### config.mk
export PLATFORM = sky130hd
export DESIGN_NAME = vga_sync_gen
export DESIGN_NICKNAME = d
export VERILOG_FILES = /design/src/rtl/vga_timing_pkg.sv /design/src/rtl/vga_sync_gen_pixel_tick_div.sv /design/src/rtl/vga_sync_gen.sv
export SDC_FILE = /design/constraint.sdc
export NUM_CORES = 1
export LEC_CHECK = 0
export CORE_MARGIN = 2
export CORE_UTILIZATION = 45
export DETAILED_ROUTE_END_ITERATION = 8
export PLACE_DENSITY = 0.71
export SLEW_MARGIN = 20
export SYNTH_ARGS = -nofsm -noshare
export SYNTH_HDL_FRONTEND = slang
export SYNTH_SLANG_ARGS = --single-unit
export TNS_END_PERCENT = 5
### constraint.sdc
create_clock -name clk -period 8.41 [get_ports clk]
set_clock_uncertainty 0.2 [all_clocks]
set_input_delay 0.841 -clock clk [delete_from_list [all_inputs] [get_ports clk]]
set_output_delay 0.841 -clock clk [all_outputs]
set_load 0.03 [all_outputs]
### src/rtl/vga_timing_pkg.sv
// VGA 640x480@60Hz timing constants shared by vga_sync_gen and anim_gen.
// Holds the coordinate type, default porch/sync widths and derived windows.
package vga_timing_pkg;

    typedef logic [9:0] coord_t;

    localparam int DEF_CLK_DIV   = 4;
    localparam int DEF_H_DISPLAY = 640;
    localparam int DEF_H_FRONT   = 16;
    localparam int DEF_H_SYNC    = 96;
    localparam int DEF_H_BACK    = 48;
    localparam int DEF_V_DISPLAY = 480;
    localparam int DEF_V_FRONT   = 10;
    localparam int DEF_V_SYNC    = 2;
    localparam int DEF_V_BACK    = 33;

    localparam int H_TOTAL =
        DEF_H_DISPLAY + DEF_H_FRONT + DEF_H_SYNC + DEF_H_BACK;
    localparam int V_TOTAL =
        DEF_V_DISPLAY + DEF_V_FRONT + DEF_V_SYNC + DEF_V_BACK;

    localparam int H_SYNC_START = DEF_H_DISPLAY + DEF_H_FRONT;
    localparam int H_SYNC_END   = H_SYNC_START + DEF_H_SYNC - 1;
    localparam int V_SYNC_START = DEF_V_DISPLAY + DEF_V_FRONT;
    localparam int V_SYNC_END   = V_SYNC_START + DEF_V_SYNC - 1;

    function automatic logic in_window(coord_t v, coord_t lo, coord_t hi);
        return (v >= lo) && (v <= hi);
    endfunction

endpackage

### src/rtl/vga_sync_gen_pixel_tick_div.sv
// Clock divider producing the one-clk pixel-rate strobe.
// Ports: clk, reset (async, active low) in; p_tick out.
module pixel_tick_div #(
    parameter int CLK_DIV = 4
) (
    input  logic clk,
    input  logic reset,
    output logic p_tick
);

    localparam int W = (CLK_DIV > 1) ? $clog2(CLK_DIV) : 1;
    localparam logic [W-1:0] LAST = W'(CLK_DIV - 1);

    logic [W-1:0] div_cnt;
    logic [W-1:0] div_nxt;

    assign div_nxt = (div_cnt == LAST) ? '0 : div_cnt + W'(1);

    // p_tick is registered against the next count so it is high
    // exactly while div_cnt sits at its last value.
    always_ff @(posedge clk or negedge reset) begin
        if (!reset) begin
            div_cnt <= '0;
            p_tick  <= 1'b0;
        end else begin
            div_cnt <= div_nxt;
            p_tick  <= (div_nxt == LAST);
        end
    end

endmodule

### src/rtl/vga_sync_gen.sv
// VGA sync generator: pixel cursor, hsync/vsync and video_on, all registered.
// Ports: clk, reset (async, active low) in; hsync, vsync, video_on, p_tick,
// x_control[9:0], y_control[9:0] out; frame_tick out with VGA_FRAME_TICK_EN.
import vga_timing_pkg::*;

module vga_sync_gen #(
    parameter int CLK_DIV   = DEF_CLK_DIV,
    parameter int H_DISPLAY = DEF_H_DISPLAY,
    parameter int H_FRONT   = DEF_H_FRONT,
    parameter int H_SYNC    = DEF_H_SYNC,
    parameter int H_BACK    = DEF_H_BACK,
    parameter int V_DISPLAY = DEF_V_DISPLAY,
    parameter int V_FRONT   = DEF_V_FRONT,
    parameter int V_SYNC    = DEF_V_SYNC,
    parameter int V_BACK    = DEF_V_BACK
) (
    input  logic       clk,
    input  logic       reset,
    output logic       hsync,
    output logic       vsync,
    output logic       video_on,
    output logic       p_tick,
    output logic [9:0] x_control,
    output logic [9:0] y_control
`ifdef VGA_FRAME_TICK_EN
    ,
    output logic       frame_tick
`endif
);

    localparam int HT = H_DISPLAY + H_FRONT + H_SYNC + H_BACK;
    localparam int VT = V_DISPLAY + V_FRONT + V_SYNC + V_BACK;

    localparam coord_t HT_M1    = coord_t'(HT - 1);
    localparam coord_t VT_M1    = coord_t'(VT - 1);
    localparam coord_t HD       = coord_t'(H_DISPLAY);
    localparam coord_t VD       = coord_t'(V_DISPLAY);
    localparam coord_t HS_START = coord_t'(H_DISPLAY + H_FRONT);
    localparam coord_t HS_END   = coord_t'(H_DISPLAY + H_FRONT + H_SYNC - 1);
    localparam coord_t VS_START = coord_t'(V_DISPLAY + V_FRONT);
    localparam coord_t VS_END   = coord_t'(V_DISPLAY + V_FRONT + V_SYNC - 1);

    coord_t x_nxt;
    coord_t y_nxt;
    logic   x_wrap;
    logic   y_wrap;

    pixel_tick_div #(
        .CLK_DIV(CLK_DIV)
    ) u_div (
        .clk   (clk),
        .reset (reset),
        .p_tick(p_tick)
    );

    assign x_wrap = (x_control == HT_M1);
    assign y_wrap = (y_control == VT_M1);

    always_comb begin
        x_nxt = x_control;
        y_nxt = y_control;
        if (p_tick) begin
            x_nxt = x_wrap ? '0 : x_control + 10'd1;
            if (x_wrap) begin
                y_nxt = y_wrap ? '0 : y_control + 10'd1;
            end
        end
    end

    // Decodes use the next-state cursor so they land on the same edge
    // as x/y; video_on therefore stays 0 until the first p_tick.
    always_ff @(posedge clk or negedge reset) begin
        if (!reset) begin
            x_control <= '0;
            y_control <= '0;
            hsync     <= 1'b1;
            vsync     <= 1'b1;
            video_on  <= 1'b0;
        end else if (p_tick) begin
            x_control <= x_nxt;
            y_control <= y_nxt;
            hsync     <= !in_window(x_nxt, HS_START, HS_END);
            vsync     <= !in_window(y_nxt, VS_START, VS_END);
            video_on  <= (x_nxt < HD) && (y_nxt < VD);
        end
    end

`ifdef VGA_FRAME_TICK_EN
    always_ff @(posedge clk or negedge reset) begin
        if (!reset) begin
            frame_tick <= 1'b0;
        end else begin
            frame_tick <= p_tick && x_wrap && y_wrap;
        end
    end
`endif

endmodule
==> impl_metrics.tcl, run 1 <==
set metrics [dict create \
    die_width_microns 59 \
    htreeDepth 1 \
    synthArstFlopShare_pct 100 \
    place.gp.congestion 0.856 \
    synth_seq_cells 26 \
    yosys-top-cells-count "dfrtp_1 (24), nand2_1 (12), inv_1 (11)" \
    path_clk_slew_ns 0.15 \
    synth.distinct_cells 39 \
    multiInputGateArea_sq_um 658 \
    dieHeight_microns 59 \
    rsz0062_at_grt "false" \
    antenna_found_initial 0 \
    drive_above_1_share_pct 10.3 \
    worstSkewPairLatency_ns 0.34 \
    avgRoutedWirePerCell_microns 15.7 \
    cellPowerDensity_mw_per_mm2 127 \
    slew_viol_final 0 \
    path_cells "or4b_4, or3_1, or3_4, xnor2_2, and4bb_4, o41ai_2" \
    grt_overflow_total 0 \
    critical_path.max_fanout 7 \
    drt_iter0_drc 36 \
    first_global_vias 1132 \
    wl_microns 3090 \
    leakage_nw 0.716 \
    peakVddDrop_mv 0.0883 \
    num_antenna_cells 0 \
    portBuffers 25 \
    hold_class "register to register" \
    synth_edf_count 0 \
    synthTopCellsByArea "dfrtp_1 (44%), ha_1 (4.6%), dfstp_2 (3.9%)" \
    grt_pass1_wl_microns 5200 \
    status "complete, no violations" \
    post_cts_resized 0 \
    cp.arrival_ns 2.98 \
    cts_tree "done" \
    tightest_slew_ns 0.728 \
    reg2reg_depth 6 \
    ant_nets 0 \
    finish.instance_area_sq_mm 0.00170 \
    cp-end-kind "register" \
    hpwl_microns 2260 \
    dp_slack_ns 5.52 \
    hold_buffers 0 \
    crit_required_ns 8.45 \
    grt_max_degree 27 \
    finalSetupViolations 0 \
    syn_area_sq_mm 0.00136 \
    io_pins 26 \
    finalCriticalPeriod_ns 2.94 \
    synth.top_cell.area_share_pct 44.1 \
    ys_seq_area_share_pct 48.0 \
    num_rows 19 \
    post-cts-setup-buffer-count 0 \
    track_usage_pct 20.1 \
    yosys_warnings 0 \
    coreArea_sq_mm 0.00281 \
    finalSetupTns_ns 0 \
    hold_depth 1 \
    avgSynthCellArea_sq_um 9.94 \
    first_pass_iters 4 \
    placed_area_sq_mm 0.00165 \
    critPathMaxStageDelay_ns 0.59 \
    clock_path_buffers 2 \
    final_hold_viol_count 0 \
    synth_nets 144 \
    via_per_inst 5.75 \
    numCtsBuffers 3 \
    yosys_most_used_dff "dfrtp_1" \
    slew_headroom_pct 51.2 \
    path_class "register to register" \
    regArea_sq_um 653 \
    place_inst 192 \
    cts_root_buf "clkbuf_4" \
    max_freq_mhz 340 \
    start_util_pct 48.5 \
    clock-sinks 26 \
    final_nets 173 \
    yosysMostFrequentCell "dfrtp_1" \
    syn_to_final_growth_pct 25.0 \
    cap_violations 0 \
    instances_no_fill 196 \
    setup_ws_ns 5.47 \
    vias 1127 \
    syn-instance-count 137 \
    nFillCells 265 \
    floorplan.die_area_sq_mm 0.00348 \
    finalCritPeriodShare_pct 35.0 \
    drc_errors 0 \
    slowest_stage "or4b_4" \
    startpoint_type "register" \
    yosysTopAreaCell "dfrtp_1" \
    power_w 0.000217 \
]
==> report_power, final <==
group           total [W]  internal, W  switching (W)
clock network   0.0000886    0.0000483      0.0000404
registers        0.000125     0.000125              0
logic          0.00000306  0.000000710     0.00000235
total            0.000217     0.000174      0.0000427
==> registers in the layout (all words and copies together), names as in the netlist <==
register	flops
vsync	1
u_div.div_cnt	2
video_on	1
hsync	1
y_control	10
u_div.p_tick	1
x_control	10
==> placed cells by master (no fill, tap or decap), drive strengths merged, types with 2 or more instances in the layout <==
master	count
clkdlybuf4s50	25
dfrtp	24
nand2	12
inv	11
o21ai	11
nor2	10
nand3	10
nand4	6
xor2	5
ha	5
xnor2	5
nor3	5
or3	4
clkbuf	3
a21oi	2
o21a	2
or2	2
nor2b	2
o31ai	2
dfstp	2
or4b	2
==> worst paths after layout <==
check,from,slack (ns),end
worst min register to register,u_div.div_cnt[0],0.27,u_div.div_cnt[0]
max in group asynchronous,reset,7.07,vsync
min in group asynchronous,reset,0.64,x_control[1]
worst max-delay path,x_control[7],5.47,video_on
worst max register to register,x_control[7],5.47,video_on
worst min-delay path,u_div.div_cnt[0],0.27,u_div.div_cnt[0]
==> metal layers <==
metal	vias to the layer above	wire length, microns	track usage [%]
met4	0	71	10.4
met5	-	0	0
met1	552	1450	26.5
li1	539	-	-
met3	7	117	2.18
met2	29	1450	32.7
==> cells by family after synthesis <==
logic type / share of synthesized area, %
AOI/OAI and AO/OA: 11.6
DFF: 48.0
muxes: 0.735
adders and majority gates: 4.60
xor gates and xnor gates: 6.99
buffers and inverters: 3.68
and+or+nand+nor: 24.5
==> critical path: cells and delay by family, from the launching register on <==
kind	cells	cell delay [ns]
compound gates	1	0.31
xor+xnor	1	0.14
flops	1	0.46
simple gates	4	1.74
==> area by class of cell <==
cell class                      instances  area share, %
Clock inverter                          1           1.76
Timing Repair Buffer                   26           15.1
Clock buffer                            3           1.32
Sequential cell                        26           38.4
Tap cell                               31           2.28
Inverter                               11           2.43
Multi-Input combinational cell         98           38.7
==> per-stage QoR <==
stage          utilization (%)  hold slack (ns)
2_1_floorplan                -            0.228
3_3_place_gp              58.8            0.241
3_5_place_dp              58.8            0.251
4_1_cts                   60.7            0.271
5_1_grt                   60.7            0.289
6_report                  60.7            0.268
No activity file was read; power rests on OpenSTA's default activity.
==> run 2: changes to the inputs <==
- PLACE_DENSITY: 0.71 -> 0.73
- clock period: 8.41 -> 2.5 ns (I/O delays scaled with it)
==> run 2 against run 1 <==
The flow now finishes with violations (negative setup slack). First-iteration DRC count grew 25%. Cell count rose by 9.7%. Maximum frequency grew 17%. Critical endpoint unchanged. Highest routed layer unchanged. Largest cell class unchanged. Die area unchanged. Global-route usage is 1.3 points higher. Largest power group unchanged. Non-clock buffer count up 19. Critical path depth unchanged. Register-to-register slack worse by 5.5 ns. Count of clock-buffer cells in the layout unchanged. Routed wire length rose by 12%.
==> impl_metrics.tcl, run 2 (synthesis gave the netlist of run 1 again) <==
set metrics [dict create \
    coreArea_sq_mm 0.00281 \
    wl_met1_microns 1610 \
    top_regs "x_control x10, y_control x10, u_div.div_cnt x2" \
    place.gp.congestion 0.900 \
    final_hold_viol_count 0 \
    avgRoutedWirePerCell_microns 16.1 \
    portBuffers 25 \
    cts_root_buf "clkbuf_4" \
    path_clk_slew_ns 0.15 \
    worstSkewPairLatency_ns 0.34 \
    clock_path_buffers 2 \
    setup_ws_ns -0.0236 \
    via_per_inst 5.65 \
    switching_share_pct 19.6 \
    grt_max_degree 27 \
    peakVddDrop_mv 0.415 \
    holdWs_ns 0.0574 \
    cap_violations 0 \
    dieHeight_microns 59 \
    grt_overflow_total 0 \
    top_layer_used "met4" \
    slew_viol_final 0 \
    slowest_stage "or4b_4" \
    cp.arrival_ns 2.58 \
    die_width_microns 59 \
    final_nets 192 \
    startpoint_type "register" \
    rsz0062_at_grt "true" \
    power_switching_w 0.000143 \
    finalCriticalPeriod_ns 2.52 \
    routed-wl-met3_microns 158 \
    floorplan.die_area_sq_mm 0.00348 \
    critical_path.max_fanout 2 \
    critPathMaxStageDelay_ns 0.52 \
    hpwl_microns 2510 \
    worstPathBufferInverterCount 0 \
    drc_errors 0 \
    layout_commonest_cell "clkdlybuf4s50_1" \
    finalSetupViolations 2 \
    p_comb_share_pct 1.4 \
    p_int_w 0.000586 \
    power_frac_seq_pct 57.8 \
    path_cells "or4b_4, or3_4, or3_4, xnor2_2, and4bb_4, o41ai_2" \
    finalCritPeriodShare_pct 101 \
    tightest_slew_ns 0.523 \
    io_pins 26 \
    cts_tree "done" \
    first_pass_iters 4 \
    drt_iter0_drc 45 \
    violations "negative setup slack" \
    num_rows 19 \
    cellPowerDensity_mw_per_mm2 385 \
    track_usage_pct 21.4 \
    path_class "register to register" \
    hold_class "input port to async pin" \
    clock-sinks 26 \
    leakage_nw 0.823 \
    status "finished, violations left" \
    crit_required_ns 2.55 \
    finish.instance_area_sq_mm 0.00189 \
    vias 1214 \
    start_util_pct 48.5 \
    syn_to_final_growth_pct 39.1 \
    ant_nets 0 \
    slew_headroom_pct 64.8 \
    placed_area_sq_mm 0.00178 \
    cpMostUsedCell "or3_4" \
    numCtsBuffers 3 \
    power_w 0.000728 \
    final_cell_mix "clkdlybuf4s50_1 (25), dfrtp_1 (21), buf_4 (20)" \
    htreeDepth 1 \
    route.met2.wl_microns 1670 \
    wl_microns 3470 \
    num_antenna_cells 0 \
    antenna_found_initial 0 \
    grt_pass1_wl_microns 5600 \
    clkPwrFrac_pct 40.8 \
    cp_top_family "simple AND/OR/NAND/NOR gates" \
    drive_above_1_share_pct 25.5 \
    max_freq_mhz 396 \
    first_global_vias 1179 \
    cp-end-kind "register" \
]
## run 2: metrics by stage
step                TNS [ns]  setup WS, ns  cells  utilization [%]
finish               -0.0331       -0.0236    215             67.5
floorplan             -0.427        -0.232    137                -
detailed placement   -0.0588       -0.0417    209             63.5
global placement           0       0.00555    209             63.5
CTS                  -0.0312       -0.0312    213             66.3
global route          -0.135       -0.0768    215             67.5
## run 2: path summary, 6_finish.rpt
kind | end | cells after the start | startpoint | slack (ns)
worst max-delay path | video_on | 6 | x_control[7] | -0.02
worst max register to register | video_on | 6 | x_control[7] | -0.02
max in group asynchronous | hsync | 2 | reset | 1.75
worst min-delay path | video_on | 2 | reset | 0.06
worst min register to register | u_div.div_cnt[0] | 1 | u_div.div_cnt[0] | 0.27
min in group clk | u_div.div_cnt[0] | 1 | u_div.div_cnt[0] | 0.27
## run 2: area by class of cell
type,count,area (sq um)
timing repair buffer,45,400
clock buffer,3,22.5
clock inverter,1,30.0
tap,31,38.8
inverter,11,41.3
multi-input combinational,98,703
sequential,26,657
fill,227,912
## run 2: power groups by stage
stage	sequential [W]	combinational (W)	clock, W
final	0.000421	0.0000102	0.000297
after global routing	0.000421	0.0000121	0.000324
after CTS	0.000421	0.0000109	0.000302
after detailed placement	0.000429	0.0000109	0
after global placement	0.000429	0.0000109	0
after floorplan	0.000429	0.000000000262	0
## run 2: timing repair
action | CTS | global route
hold buffers | 0 | 0
gates resized for setup | 4 | 5
pin swaps | 2 | 4
setup buffers | 0 | 2
endpoints found under the setup margin | 2 | 2
endpoints found under the hold margin | 0 | 0
## run 2: worst reg2reg max path, delay by kind of cell, from the launching register on
family | cells | cell delay (ns)
simple gates | 4 | 1.47
flops | 1 | 0.45
compound gates | 1 | 0.18
xor+xnor | 1 | 0.15
## run 2: metal layers
metal	global-route usage, %	up-vias
met5	0	-
met2	35.1	37
met4	4.87	0
met1	29.2	598
li1	-	575
met3	4.59	4
==> run 3: changes to the inputs <==
- ABC_CLOCK_PERIOD_IN_PS: not set -> 2500
- CAP_MARGIN: not set -> 30
- CTS_BUF_LIST: not set -> sky130_fd_sc_hd__clkbuf_8
==> run 3 against run 2 <==
The run still ends with negative setup slack left. Routed wire length grew 0.17%. Die area is the same. Maximum frequency shrank 0.77%. Sequential share of layout area shrank 0.25 points. Critical endpoint unchanged. Global-route usage shrank 0.14 points. Combinational power is essentially flat. Core utilization grew 0.49 points. Count of clock-buffer cells in the layout is the same. Design area grew 0.73%. Largest power group unchanged.
==> impl_metrics.tcl, run 3 (synthesis gave the netlist of run 1 again) <==
set metrics [dict create \
    slew_headroom_pct 68.7 \
    drt_iter0_drc 46 \
    slowest_stage "or4b_4" \
    htreeDepth 1 \
    dp_slack_ns -0.0417 \
    max_freq_mhz 393 \
    use_met2_pct 34.3 \
    antenna_found_initial 0 \
    final_hold_viol_count 0 \
    final_nets 192 \
    critical_path.max_fanout 3 \
    first_pass_iters 4 \
    finalCritPeriodShare_pct 102 \
    wl_microns 3470 \
    p_comb_share_pct 1.3 \
    layout_commonest_cell "clkdlybuf4s50_1" \
    finalSetupViolations 2 \
    num_antenna_cells 0 \
    coreArea_sq_mm 0.00281 \
    io_pins 26 \
    final_cell_mix "clkdlybuf4s50_1 (25), dfrtp_1 (21), buf_4 (20)" \
    die_width_microns 59 \
    cellPowerDensity_mw_per_mm2 412 \
    grt_pass1_wl_microns 5550 \
    drive_above_1_share_pct 25.0 \
    instances_no_fill 215 \
    first_global_vias 1185 \
    clock_path_buffers 2 \
    met1_usage_pct 29.2 \
    crit_required_ns 2.49 \
    path_cells "or4b_4, buf_4, nor4_2, buf_4, nand3_1, xnor2_2, and4bb_4, o41ai_2" \
    drc_errors 0 \
    clock-sinks 26 \
    grtUsageMet3_pct 4.59 \
    tightest_slew_ns 0.466 \
    power_switching_w 0.000148 \
    critPathMaxStageDelay_ns 0.53 \
    cap_violations 0 \
    switching_share_pct 18.8 \
    floorplan.die_area_sq_mm 0.00348 \
    worstSkewPairLatency_ns 0.28 \
    startpoint_type "register" \
    finalSetupTns_ns -0.0619 \
    hpwl_microns 2510 \
    dieHeight_microns 59 \
    cpMostUsedCell "buf_4" \
    num_rows 19 \
    hold_class "input port to async pin" \
    via_per_inst 5.66 \
    track_usage_pct 21.3 \
    grt_max_degree 27 \
    avgRoutedWirePerCell_microns 16.2 \
    syn_to_final_growth_pct 40.1 \
    busiest_layer "met2" \
    peakVddDrop_mv 0.507 \
    path_clk_slew_ns 0.09 \
    rsz0062_at_grt "true" \
    cts_tree "done" \
    ant_nets 0 \
    finalCriticalPeriod_ns 2.54 \
    setup_ws_ns -0.0431 \
    top_regs "x_control x10, y_control x10, u_div.div_cnt x2" \
    power_frac_seq_pct 53.5 \
    numCtsBuffers 3 \
    path_class "register to register" \
    violations "negative setup slack" \
    portBuffers 25 \
    grt_overflow_total 0 \
    place_inst 209 \
    vias 1217 \
    status "finished, violations left" \
    start_util_pct 48.5 \
    cts_root_buf "clkbuf_8" \
    final_core_util_pct 68.0 \
    place.gp.congestion 0.900 \
    leakage_nw 0.832 \
    cp-end-kind "register" \
    clkPwrFrac_pct 45.2 \
    slew_viol_final 0 \
    cp.arrival_ns 2.53 \
    p_int_w 0.000637 \
    power_w 0.000785 \
]
-- run 3: power by group through the flow --
| stage | combinational (W) | sequential, W | clock, W |
|---|---|---|---|
| after global placement | 0.0000109 | 0.000429 | 0 |
| final | 0.0000102 | 0.000420 | 0.000355 |
| after global routing | 0.0000121 | 0.000420 | 0.000381 |
| after CTS | 0.0000109 | 0.000420 | 0.000359 |
| after detailed placement | 0.0000109 | 0.000429 | 0 |
| after floorplan | 0.000000000262 | 0.000429 | 0 |
-- run 3: routing by layer --
metal,up-vias,share of wire (%)
met1,603,47
met5,-,0
met4,0,0.81
met3,4,4.2
met2,34,48
li1,576,-
-- run 3: repair_timing --
| item | in CTS | in global routing |
|---|---|---|
| hold endpoints to repair | 0 | 0 |
| setup buffers | 1 | 1 |
| setup endpoints to repair | 2 | 2 |
| pin swaps | 2 | 3 |
| resized for setup | 3 | 5 |
| hold buffers | 0 | 0 |
-- run 3: through the flow --
stage / hold WS [ns] / instance area [sq um]
global route: 0.154 / 1910
detailed placement: 0.253 / 1780
CTS: 0.144 / 1880
finish: 0.131 / 1910
floorplan: -0.246 / 1370
global placement: 0.243 / 1780
-- run 3: cell type report --
| type | count | area (sq um) |
|---|---|---|
| fill | 220 | 898 |
| clock inverter | 1 | 30.0 |
| timing repair buffer | 45 | 400 |
| clock buffer | 3 | 41.3 |
| tap | 31 | 38.8 |
| multi-input combinational | 98 | 698 |
| inverter | 11 | 41.3 |
| sequential | 26 | 657 |
-- run 3: path summary, 6_finish.rpt --
path                       depth (start not counted)             start  slack [ns]               end
setup reg to reg                                   8      x_control[5]       -0.04          video_on
min in group clk                                   1  u_div.div_cnt[0]        0.26  u_div.div_cnt[0]
hold reg to reg                                    1  u_div.div_cnt[0]        0.26  u_div.div_cnt[0]
max in group asynchronous                          2             reset        1.68             hsync
hold / removal                                     2             reset        0.13          video_on
setup / recovery                                   8      x_control[5]       -0.04          video_on
-- run 3: critical path: cells and delay by family (launching register included) --
kind                   cells  cell delay (ns)
AO/OA/AOI/OAI              1             0.18
XOR/XNOR                   1             0.17
buffers and inverters      2             0.33
flip-flops                 1             0.41
AND/OR/NAND/NOR            4             1.15
